### src/rtl/score_pkg.sv
// Shared types, default coefficients and helpers for the weighted score engine.
package score_pkg;

   // Engine control states.
   typedef enum logic [1:0] {
      IDLE  = 2'd0,
      ACCUM = 2'd1,
      DONE  = 2'd2
   } state_t;

   // Reset-time coefficients (already multiplied by the score scale of 100).
   localparam int DEF_COEF_0 = 35;
   localparam int DEF_COEF_1 = 30;
   localparam int DEF_COEF_2 = 20;
   localparam int DEF_COEF_3 = 15;

   // Default coefficient for channel i; channels beyond the fourth start at zero.
   function automatic int default_coef(input int i);
      case (i)
         0:       return DEF_COEF_0;
         1:       return DEF_COEF_1;
         2:       return DEF_COEF_2;
         3:       return DEF_COEF_3;
         default: return 0;
      endcase
   endfunction

   // Width of a channel index; a single-channel build still carries one index bit.
   function automatic int idx_width(input int num_ch);
      return (num_ch > 1) ? $clog2(num_ch) : 1;
   endfunction

endpackage

### src/rtl/weighted_score_engine_if.sv
// Handshake, coefficient-write and result bundle of the weighted score engine.
interface weighted_score_engine_if
   import score_pkg::*;
#(
   parameter int NUM_CH = 4,
   parameter int IN_W   = 16,
   parameter int COEF_W = 8,
   parameter int OUT_W  = 32
) ();

   localparam int IDX_W = idx_width(NUM_CH);

   // Input vector handshake
   logic                   in_valid;
   logic                   in_ready;
   logic [NUM_CH*IN_W-1:0] in_data;

   // Coefficient write port
   logic                   coef_wr_en;
   logic [IDX_W-1:0]       coef_wr_idx;
   logic [COEF_W-1:0]      coef_wr_data;
   logic                   coef_err;

   // Result handshake
   logic                   out_valid;
   logic                   out_ready;
   logic [OUT_W-1:0]       score;
   logic                   overflow;

   // Engine side
   modport slave (
      input  in_valid, in_data, coef_wr_en, coef_wr_idx, coef_wr_data, out_ready,
      output in_ready, coef_err, out_valid, score, overflow
   );

   // Producer / consumer side
   modport master (
      output in_valid, in_data, coef_wr_en, coef_wr_idx, coef_wr_data, out_ready,
      input  in_ready, coef_err, out_valid, score, overflow
   );

endinterface

### src/rtl/score_coef_regs.sv
// Coefficient register file: writable copy plus a per-transaction snapshot that
// the multiplier reads, so a write landing on the accept edge cannot leak into
// the transaction being accepted.
module score_coef_regs
   import score_pkg::*;
#(
   parameter int NUM_CH = 4,
   parameter int COEF_W = 8,
   parameter int IDX_W  = 2
) (
   input  logic              clk,
   input  logic              rst,
   input  logic              wr_en,
   input  logic [IDX_W-1:0]  wr_idx,
   input  logic [COEF_W-1:0] wr_data,
   input  logic              wr_allow,
   input  logic              snap,
   input  logic [IDX_W-1:0]  rd_idx,
   output logic [COEF_W-1:0] rd_data,
   output logic              coef_err
);

   // Channel count in an index-plus-one width so the range check has matching widths.
   localparam logic [IDX_W:0] NUM_CH_V = (IDX_W + 1)'(NUM_CH);

   logic [COEF_W-1:0] coef_reg [NUM_CH];
   logic [COEF_W-1:0] act_reg  [NUM_CH];
   logic              coef_err_reg;
   logic              idx_ok;
   logic              wr_ok;

   assign idx_ok = ({1'b0, wr_idx} < NUM_CH_V);
   assign wr_ok  = wr_en && wr_allow && idx_ok;

   // Writable coefficients: defaults on reset, single-entry update on an accepted write.
   always_ff @(posedge clk or posedge rst) begin
      if (rst) begin
         for (int i = 0; i < NUM_CH; i++)
            coef_reg[i] <= COEF_W'(default_coef(i));
      end else if (wr_ok) begin
         for (int i = 0; i < NUM_CH; i++)
            if (wr_idx == IDX_W'(i))
               coef_reg[i] <= wr_data;
      end
   end

   // Snapshot taken on the accept edge holds the pre-write coefficients for the whole pass.
   always_ff @(posedge clk or posedge rst) begin
      if (rst) begin
         for (int i = 0; i < NUM_CH; i++)
            act_reg[i] <= COEF_W'(default_coef(i));
      end else if (snap) begin
         for (int i = 0; i < NUM_CH; i++)
            act_reg[i] <= coef_reg[i];
      end
   end

   // One-cycle error pulse for a write outside IDLE or aimed past the last channel.
   always_ff @(posedge clk or posedge rst) begin
      if (rst)
         coef_err_reg <= 1'b0;
      else
         coef_err_reg <= wr_en && !(wr_allow && idx_ok);
   end

   // Asynchronous read of the snapshot for the channel currently being multiplied.
   always_comb begin
      rd_data = '0;
      for (int i = 0; i < NUM_CH; i++)
         if (rd_idx == IDX_W'(i))
            rd_data = act_reg[i];
   end

   assign coef_err = coef_err_reg;

endmodule

### src/rtl/weighted_score_engine.sv
// Weighted-sum scorer: one shared multiplier walks the channels, accumulates
// coefficient*sample products and returns a saturated score over valid/ready.
module weighted_score_engine
   import score_pkg::*;
#(
   parameter int NUM_CH = 4,
   parameter int IN_W   = 16,
   parameter int COEF_W = 8,
   parameter int OUT_W  = 32,
   parameter int SCALE  = 100
) (
   input  logic                    clk,
   input  logic                    rst,
   weighted_score_engine_if.slave  bus
);

   localparam int IDX_W  = idx_width(NUM_CH);
   localparam int PROD_W = IN_W + COEF_W;
   // One spare bit above the sum of NUM_CH products, so the accumulator never wraps.
   localparam int ACC_W  = IN_W + COEF_W + $clog2(NUM_CH) + 1;

   state_t            state_reg, state_next;
   logic [IDX_W-1:0]  idx_reg, idx_next;
   logic [ACC_W-1:0]  acc_reg, acc_next;
   logic [OUT_W-1:0]  score_reg, score_next;
   logic              overflow_reg, overflow_next;
   logic [IN_W-1:0]   sample_reg [NUM_CH];
   logic [IN_W-1:0]   in_ch      [NUM_CH];

   logic              accept;
   logic              last_ch;
   logic [IN_W-1:0]   sel_sample;
   logic [COEF_W-1:0] sel_coef;
   logic [PROD_W-1:0] prod;
   logic [ACC_W-1:0]  acc_sum;
   logic [OUT_W-1:0]  sat_score;
   logic              sat_ovf;

   // Split the packed input bus into per-channel samples.
   generate
      for (genvar gi = 0; gi < NUM_CH; gi++) begin : g_in_ch
         assign in_ch[gi] = bus.in_data[gi*IN_W +: IN_W];
      end
   endgenerate

   score_coef_regs #(
      .NUM_CH (NUM_CH),
      .COEF_W (COEF_W),
      .IDX_W  (IDX_W)
   ) u_coef (
      .clk      (clk),
      .rst      (rst),
      .wr_en    (bus.coef_wr_en),
      .wr_idx   (bus.coef_wr_idx),
      .wr_data  (bus.coef_wr_data),
      .wr_allow (state_reg == IDLE),
      .snap     (accept),
      .rd_idx   (idx_reg),
      .rd_data  (sel_coef),
      .coef_err (bus.coef_err)
   );

   // Pick the sample for the channel the multiplier is working on.
   always_comb begin
      sel_sample = '0;
      for (int i = 0; i < NUM_CH; i++)
         if (idx_reg == IDX_W'(i))
            sel_sample = sample_reg[i];
   end

   assign prod    = PROD_W'(sel_coef) * PROD_W'(sel_sample);
   assign acc_sum = acc_reg + ACC_W'(prod);
   assign last_ch = (idx_reg == IDX_W'(NUM_CH - 1));

   // Clamp to the score width; when the score is wide enough nothing can saturate.
   generate
      if (OUT_W >= ACC_W) begin : g_nosat
         assign sat_score = OUT_W'(acc_sum);
         assign sat_ovf   = 1'b0;
      end else begin : g_sat
         assign sat_ovf   = |acc_sum[ACC_W-1:OUT_W];
         assign sat_score = sat_ovf ? {OUT_W{1'b1}} : acc_sum[OUT_W-1:0];
      end
   endgenerate

   // Next-state, index, accumulator and result selection.
   always_comb begin
      state_next    = state_reg;
      idx_next      = idx_reg;
      acc_next      = acc_reg;
      score_next    = score_reg;
      overflow_next = overflow_reg;
      accept        = 1'b0;
      case (state_reg)
         IDLE: begin
            if (bus.in_valid) begin
               accept     = 1'b1;
               idx_next   = '0;
               acc_next   = '0;
               state_next = ACCUM;
            end
         end
         ACCUM: begin
            acc_next = acc_sum;
            if (last_ch) begin
               idx_next      = '0;
               score_next    = sat_score;
               overflow_next = sat_ovf;
               state_next    = DONE;
            end else begin
               idx_next = idx_reg + IDX_W'(1);
            end
         end
         DONE: begin
            if (bus.out_ready)
               state_next = IDLE;
         end
         default: begin
            state_next = IDLE;
         end
      endcase
   end

   // Control and datapath registers.
   always_ff @(posedge clk or posedge rst) begin
      if (rst) begin
         state_reg    <= IDLE;
         idx_reg      <= '0;
         acc_reg      <= '0;
         score_reg    <= '0;
         overflow_reg <= 1'b0;
      end else begin
         state_reg    <= state_next;
         idx_reg      <= idx_next;
         acc_reg      <= acc_next;
         score_reg    <= score_next;
         overflow_reg <= overflow_next;
      end
   end

   // Capture the input vector only on the accept edge.
   always_ff @(posedge clk or posedge rst) begin
      if (rst) begin
         for (int i = 0; i < NUM_CH; i++)
            sample_reg[i] <= '0;
      end else if (accept) begin
         for (int i = 0; i < NUM_CH; i++)
            sample_reg[i] <= in_ch[i];
      end
   end

   assign bus.in_ready  = (state_reg == IDLE);
   assign bus.out_valid = (state_reg == DONE);
   assign bus.score     = score_reg;
   assign bus.overflow  = overflow_reg;

endmodule

### src/flat_wrapper.sv
// flat-port wrapper written by rule: the top's interface ports become plain ports
module weighted_score_engine_flat import score_pkg::*;
#(
   parameter int NUM_CH = 4,
   parameter int IN_W   = 16,
   parameter int COEF_W = 8,
   parameter int OUT_W  = 32,
   parameter int SCALE  = 100
)
  (clk, rst, bus_in_valid, bus_in_data, bus_coef_wr_en, bus_coef_wr_idx, bus_coef_wr_data, bus_out_ready, bus_in_ready, bus_coef_err, bus_out_valid, bus_score, bus_overflow);
  weighted_score_engine_if #(.NUM_CH(NUM_CH), .IN_W(IN_W), .COEF_W(COEF_W), .OUT_W(OUT_W)) bus_i ();
  input  logic clk;
  input  logic rst;
  input wire logic [$bits(bus_i.in_valid)-1:0] bus_in_valid;
  input wire logic [$bits(bus_i.in_data)-1:0] bus_in_data;
  input wire logic [$bits(bus_i.coef_wr_en)-1:0] bus_coef_wr_en;
  input wire logic [$bits(bus_i.coef_wr_idx)-1:0] bus_coef_wr_idx;
  input wire logic [$bits(bus_i.coef_wr_data)-1:0] bus_coef_wr_data;
  input wire logic [$bits(bus_i.out_ready)-1:0] bus_out_ready;
  output wire logic [$bits(bus_i.in_ready)-1:0] bus_in_ready;
  output wire logic [$bits(bus_i.coef_err)-1:0] bus_coef_err;
  output wire logic [$bits(bus_i.out_valid)-1:0] bus_out_valid;
  output wire logic [$bits(bus_i.score)-1:0] bus_score;
  output wire logic [$bits(bus_i.overflow)-1:0] bus_overflow;
  assign bus_i.in_valid = bus_in_valid;
  assign bus_i.in_data = bus_in_data;
  assign bus_i.coef_wr_en = bus_coef_wr_en;
  assign bus_i.coef_wr_idx = bus_coef_wr_idx;
  assign bus_i.coef_wr_data = bus_coef_wr_data;
  assign bus_i.out_ready = bus_out_ready;
  assign bus_in_ready = bus_i.in_ready;
  assign bus_coef_err = bus_i.coef_err;
  assign bus_out_valid = bus_i.out_valid;
  assign bus_score = bus_i.score;
  assign bus_overflow = bus_i.overflow;
  weighted_score_engine #(.NUM_CH(NUM_CH), .IN_W(IN_W), .COEF_W(COEF_W), .OUT_W(OUT_W), .SCALE(SCALE)) u_core (.clk(clk), .rst(rst), .bus(bus_i));
endmodule
### config.mk
export PLATFORM = sky130hd
export DESIGN_NAME = weighted_score_engine_flat
export DESIGN_NICKNAME = d
export VERILOG_FILES = /design/src/rtl/score_pkg.sv /design/src/rtl/weighted_score_engine_if.sv /design/src/rtl/score_coef_regs.sv /design/src/rtl/weighted_score_engine.sv /design/src/flat_wrapper.sv
export SDC_FILE = /design/constraint.sdc
export NUM_CORES = 1
export LEC_CHECK = 0
export BUFFER_PORTS_ARGS = -buffer_cell sky130_fd_sc_hd__buf_2
export CAP_MARGIN = 20
export CORE_MARGIN = 8
export CORE_UTILIZATION = 66
export DETAILED_ROUTE_END_ITERATION = 10
export GPL_ROUTABILITY_DRIVEN = 0
export PLACE_DENSITY = 0.95
export SYNTH_ARGS = -nofsm -noshare
export SYNTH_HDL_FRONTEND = slang
export SYNTH_HIERARCHICAL = 1
export SYNTH_SLANG_ARGS = --single-unit
### constraint.sdc
create_clock -name clk -period 12.2 [get_ports clk]
set_input_delay 2.44 -clock clk [delete_from_list [all_inputs] [get_ports clk]]
set_output_delay 2.44 -clock clk [all_outputs]
set_load 0.05 [all_outputs]
# After elaboration in Yosys (flattened, before gate mapping)
# Cells that the tools add are included.
[word_totals]
reg_bits = 187
inputBits = 79
out_inout_bits = 36
word_cells = 64
[op_classes]
n_addsub = 2
n_mul = 1
eq_ne = 11
muxes = 19
reduce_logical = 14
[ops]
columns = ["operator", "count"]
rows = [
  ["two-way mux 16 bit", 4],
  ["one-hot mux 27 bit (2 select lines)", 1],
  ["two-way mux 8 bit", 4],
  ["adder 27 x 24 -> 27 bit", 1],
  ["two-way mux 27 bit", 1],
  ["multiplier 8 x 16 -> 24 bit", 1],
  ["AND reduction 2 bit", 6],
  ["equality test 2 bit (second input constant)", 5],
  ["two-way mux 2 bit", 5],
  ["equality test 2 x 1 -> 1 bit (second input constant)", 3],
  ["zero test 2 bit", 3],
  ["one-hot mux 2 bit (3 select lines)", 1],
  ["inequality test 2 bit (second input constant)", 2],
  ["one-hot mux 2 bit (2 select lines)", 1],
  ["AND reduction 3 bit", 1],
  ["adder 2 x 1 -> 2 bit (second input constant)", 1],
  ["logical AND 1 bit", 2],
  ["two-way mux 1 bit", 2],
  ["inequality test 2 x 1 -> 1 bit (second input constant)", 1],
  ["nonzero test 2 bit", 1],
  ["zero test 1 bit", 1],
]

# Longest topological paths before layout
[logic_depth]
depth_word = 8
ltp_mapped = 26
depth_no_buf = 24

# Hierarchy
# Netlist, hierarchy kept.
[by_module_without_submodules]
columns = ["mod", "n_inst", "cells_per_inst", "area_each_um2", "seq_area_each_um2"]
rows = [
  ["weighted_score_engine", 1, 1187, 10266.1, 3052.9],
  ["score_coef_regs", 1, 150, 2693.8, 1659.1],
]

# Worst setup path after synthesis
# OpenSTA, ideal clock, no wires.
[synth_path]
path_kind = "register to register"
start = "register u_core.idx_reg[0]"
end = "register u_core.score_reg[25], in the netlist u_core/bus.score[25]"
setup_ns = 0.133
arrival_time_ns = 5.109
t_required_ns = 12.067
path_slack_ns = 6.958
path_stages_with_launch = 24
n_path_buf = 2
period_less_slack_ns = 5.242
path_cell_list = "dfrtp_1 > ha_1 > buf_2 > nor2b_1 > a22oi_1 > nor2_1 > a21oi_1 > o21ai_1 > nand2_1 > fa_1 > inv_1 > fa_1 > fa_1 > inv_1 > fa_1 > inv_1 > ha_1 > buf_4 > a21oi_1 > o21ai_2 > a2111oi_4 > o31ai_2 > xnor2_1 > o21ai_1"
[synth_via]
elab_chain_len = 7
word_cells_on_any_way = 15
cone_classes = "add/sub: 1; mul: 1; eq/ne: 3; mux: 8; reduce/logical: 2"
[synth_rtl]
columns = ["element", "line", "rtl"]
rows = [
  ["start: declaration", "weighted_score_engine.sv:23", "logic [IDX_W-1:0] idx_reg, idx_next;"],
  ["start signal: assignment", "weighted_score_engine.sv:134", "idx_reg <= idx_next;"],
  ["zero test 2 bit", "score_coef_regs.sv:70, weighted_score_engine.sv:67", ""],
  ["two-way mux 8 bit or two-way mux 16 bit (tied branches) (4 in series)", "score_coef_regs.sv:70, weighted_score_engine.sv:67", ""],
  ["multiplier 8 x 16 -> 24 bit", "weighted_score_engine.sv:71", "assign prod = PROD_W'(sel_coef) * PROD_W'(sel_sample);"],
  ["adder 27 x 24 -> 27 bit", "weighted_score_engine.sv:72", "assign acc_sum = acc_reg + ACC_W'(prod);"],
  ["end signal: assignment", "weighted_score_engine.sv:136", "score_reg <= score_next;"],
  ["end: declaration", "weighted_score_engine.sv:25", "logic [OUT_W-1:0] score_reg, score_next;"],
]
# Several ways; a longest one is shown, not always the timed one.
# A chain may end at the register's enable or synchronous reset.

# Final worst setup path
[layout_path]
start = "register u_core.idx_reg[0]"
end = "register u_core.acc_reg[19]"
[layout_via]
elab_chain_len = 8
word_cells_on_any_way = 15
cone_classes = "add/sub: 1; mul: 1; eq/ne: 3; mux: 9; reduce/logical: 1"
[layout_rtl]
columns = ["element", "line", "rtl"]
rows = [
  ["zero test 2 bit", "score_coef_regs.sv:70, weighted_score_engine.sv:67", ""],
  ["two-way mux 8 bit or two-way mux 16 bit (tied branches) (4 in series)", "score_coef_regs.sv:70, weighted_score_engine.sv:67", ""],
  ["multiplier 8 x 16 -> 24 bit *", "weighted_score_engine.sv:71", ""],
  ["adder 27 x 24 -> 27 bit *", "weighted_score_engine.sv:72", ""],
  ["one-hot mux 27 bit (2 select lines) *", "weighted_score_engine.sv:94", "case (state_reg)"],
  ["end signal: assignment", "weighted_score_engine.sv:135", "acc_reg <= acc_next;"],
  ["end: declaration", "weighted_score_engine.sv:24", "logic [ACC_W-1:0] acc_reg, acc_next;"],
]
# Mark *: on every way between the ends. The rest lies on a longest branch, timed or not.

==> metrics.csv <==
metric,value,unit
core area,0.0194,mm2
post-DP HPWL,23300,um
pre-CTS WS,5.26,ns
crit-path leading delay family,adder cells,
Max Freq,137,MHz
hold path depth,2,
n_diodes,0,
most frequent cells in the layout,"299 x nand2_1, 161 x dfrtp_1, 160 x inv_1",
Final Routed Wirelength,33400,um
Synth Instances,1337,
status,"finished, final reports clean",
Min-Delay Path Class,register to register,
first-pass GRT wire length,54400,um
register area share after synthesis,36.4,%
final net count,1646,
DR iter-0 viols,1342,
RSZ-0062 raised after global routing,no,
Syn Area/Cell,9.69,um2
Startpoint Class,register,
Worst-Margin Slew,0.935,ns
GRT overflow,0,
warnings from Yosys,6,
"FFs w/ async S/R, synth",100,%
Hold WS,0.477,ns
Inserted Clock Buffers,17,
area share of the largest cell type after synthesis,31.1,%
Final Max Tran Viols,0,
Reg2Reg Setup Slack,4.90,ns
crit path max fanout,28,
ys flop type,dfrtp_1,
Max Cap Viol,0,
detailed-route DRC error count,0,
"Clk pin slew, worst setup/hold paths",0.07,ns
clk sink count,187,
number of buffers on the longest clock path,2,
initial antenna violation count,0,
max FFs per register,64,
drt first pass iters,9,
clock latency on the worst-skew pair,0.44,ns
fin crit period,7.30,ns
Layout area overhead,9.73,%
"commonest non-fill, non-tap cell in the layout",nand2_1,
share of cells above drive strength 1,19.5,%
Setup WS post-layout,4.90,ns
Yosys reg bits,187,
worst path required time,12.50,ns
Final Skew,0.0120,ns
hold buffers post-CTS,0,
crit-path cells,ha_1 > nor2b_1 > a221oi_1 > nor3_1 > a21oi_1 > nand2b_1 > fa_1 > fa_1 > fa_1 > fa_1 > inv_1 > ha_1 > a211oi_1 > o21ai_0 > a21o_1 > a31oi_1 > xor2_1 > o21ai_0,
H-tree depth,4,
clk root buf,clkbuf_16,
Setup-failing EPs final,0,
die footprint,0.0244,mm2
peak per-stage delay on the critical path,0.87,ns
period utilisation layout,59.8,%
Top Ports,115,
CP dominant cell by count,fa_1,
CP arrival,7.60,ns
Fin Setup TNS,0,ns
critical path type,register to register,
final hold violations,0,
"area leader, netlist",dfrtp_1,
Max-slew headroom,37.6,%
Avg WL per Cell,19.8,um
Synth area leaders,"dfrtp_1 31%, fa_1 16%, nand2_1 8.7%, dfstp_2 5.3%, ha_1 5.1%",
die width,156,um
Final ANT Viol Nets,0,
worst r2r src,u_core/idx_reg[0],
die height,156,um
initial core utilization,66.8,%
postcts setup bufs,0,
CP bufs+invs,1,
Mapped Area,0.0130,mm2
PortBufs,108,
Synth cell types,62,
via/cell ratio,5.99,
"Endpoint, Worst Hold",u_core/sample_reg[16],
CTS resizes,0,
R2R depth,18,
Hold Crit Start,u_core/sample_reg[16],
via count,10100,
std cell rows,51,
vias in the first global route,10731,
Reg-to-Reg End,u_core/acc_reg[19],
critical path endpoint category,register,
number of flops mapped to enable cells by yosys,0,
largest net degree at the start of global routing,84,
critical path's slowest cell,ha_1,
GRT Total Usage,28.5,%
CTS tree,built,
synth_stat cells (20+ instances only):
| cell | count |
|---|---|
| a21oi_1 | 53 |
| clkbuf_1 | 42 |
| dfrtp_1 | 161 |
| dfstp_2 | 26 |
| fa_1 | 106 |
| ha_1 | 53 |
| inv_1 | 162 |
| mux2_2 | 58 |
| nand2_1 | 300 |
| nand2b_1 | 30 |
| nand3_1 | 24 |
| nor2_1 | 20 |
| nor2b_1 | 62 |
| o21ai_0 | 34 |
| o21ai_1 | 25 |
kinds of logic (layout without fill, tap and decap cells):
logic type / after synthesis / after routing / synth area share [%]
and+or+nand+nor: 492 / 492 / 17.6
buffers and inverters: 233 / 312 / 7.17
DFF: 187 / 187 / 36.4
AOI/OAI and AO/OA: 168 / 168 / 8.35
adders and majority gates: 159 / 159 / 21.5
muxes: 77 / 77 / 7.61
xor gates and xnor gates: 20 / 20 / 1.35
other: 1 / 6 / 0.0289
how the worst max path moves through the flow:
stage,from,endpoint,slack [ns],cells past startpoint
after CTS,u_core/idx_reg[0],u_core/acc_reg[19],5.08,18
after detailed placement,u_core/idx_reg[0],u_core/acc_reg[19],5.26,18
after floorplan,rst,u_core/acc_reg[0],6.52,1
final,u_core/idx_reg[0],u_core/acc_reg[19],4.90,18
after global routing,u_core/idx_reg[0],u_core/bus.score[19],4.43,18
after global placement,u_core/idx_reg[0],u_core/bus.score[19],5.54,20
per-stage QoR:
step	instance area [um2]	std cells	util, %
global route	14200	1686	73.3
finish	14200	1686	73.3
detailed placement	13600	1652	70.1
CTS	14200	1684	73.1
floorplan	13000	1342	-
global placement	13600	1652	70.1
metal layers:
metal / vias up / part of all wire [%] / routed length [um] / GRT usage [%]
li1: 4396 / - / - / -
met1: 4896 / 36 / 12000 / 32.9
met3: 206 / 7.6 / 2540 / 6.26
met4: 0 / 6.2 / 2070 / 15.9
met2: 602 / 50 / 16800 / 48.5
met5: - / 0 / 0 / 0
final cells by class:
class / count / area (um2)
multi-input cells: 922 / 7340
fillers: 1222 / 5180
flip-flops and latches: 187 / 4710
repair buffers: 117 / 628
inverters: 163 / 616
clock buffers: 20 / 468
well taps: 265 / 332
clock inverters: 12 / 126
worst reg2reg max path, cell delays in order (launching register included):
cell	delay, ns
dfrtp_1	0.82
ha_1	0.88
nor2b_1	0.26
a221oi_1	0.38
nor3_1	0.09
a21oi_1	0.61
nand2b_1	0.23
fa_1	0.45
fa_1	0.51
fa_1	0.46
fa_1	0.51
inv_1	0.04
ha_1	0.40
a211oi_1	0.45
o21ai_0	0.24
a21o_1	0.21
a31oi_1	0.21
xor2_1	0.30
o21ai_0	0.13
Power is left out: the tool's default activity adds up to more than one toggle a clock period on the data nets, which glitch-free logic cannot reach.
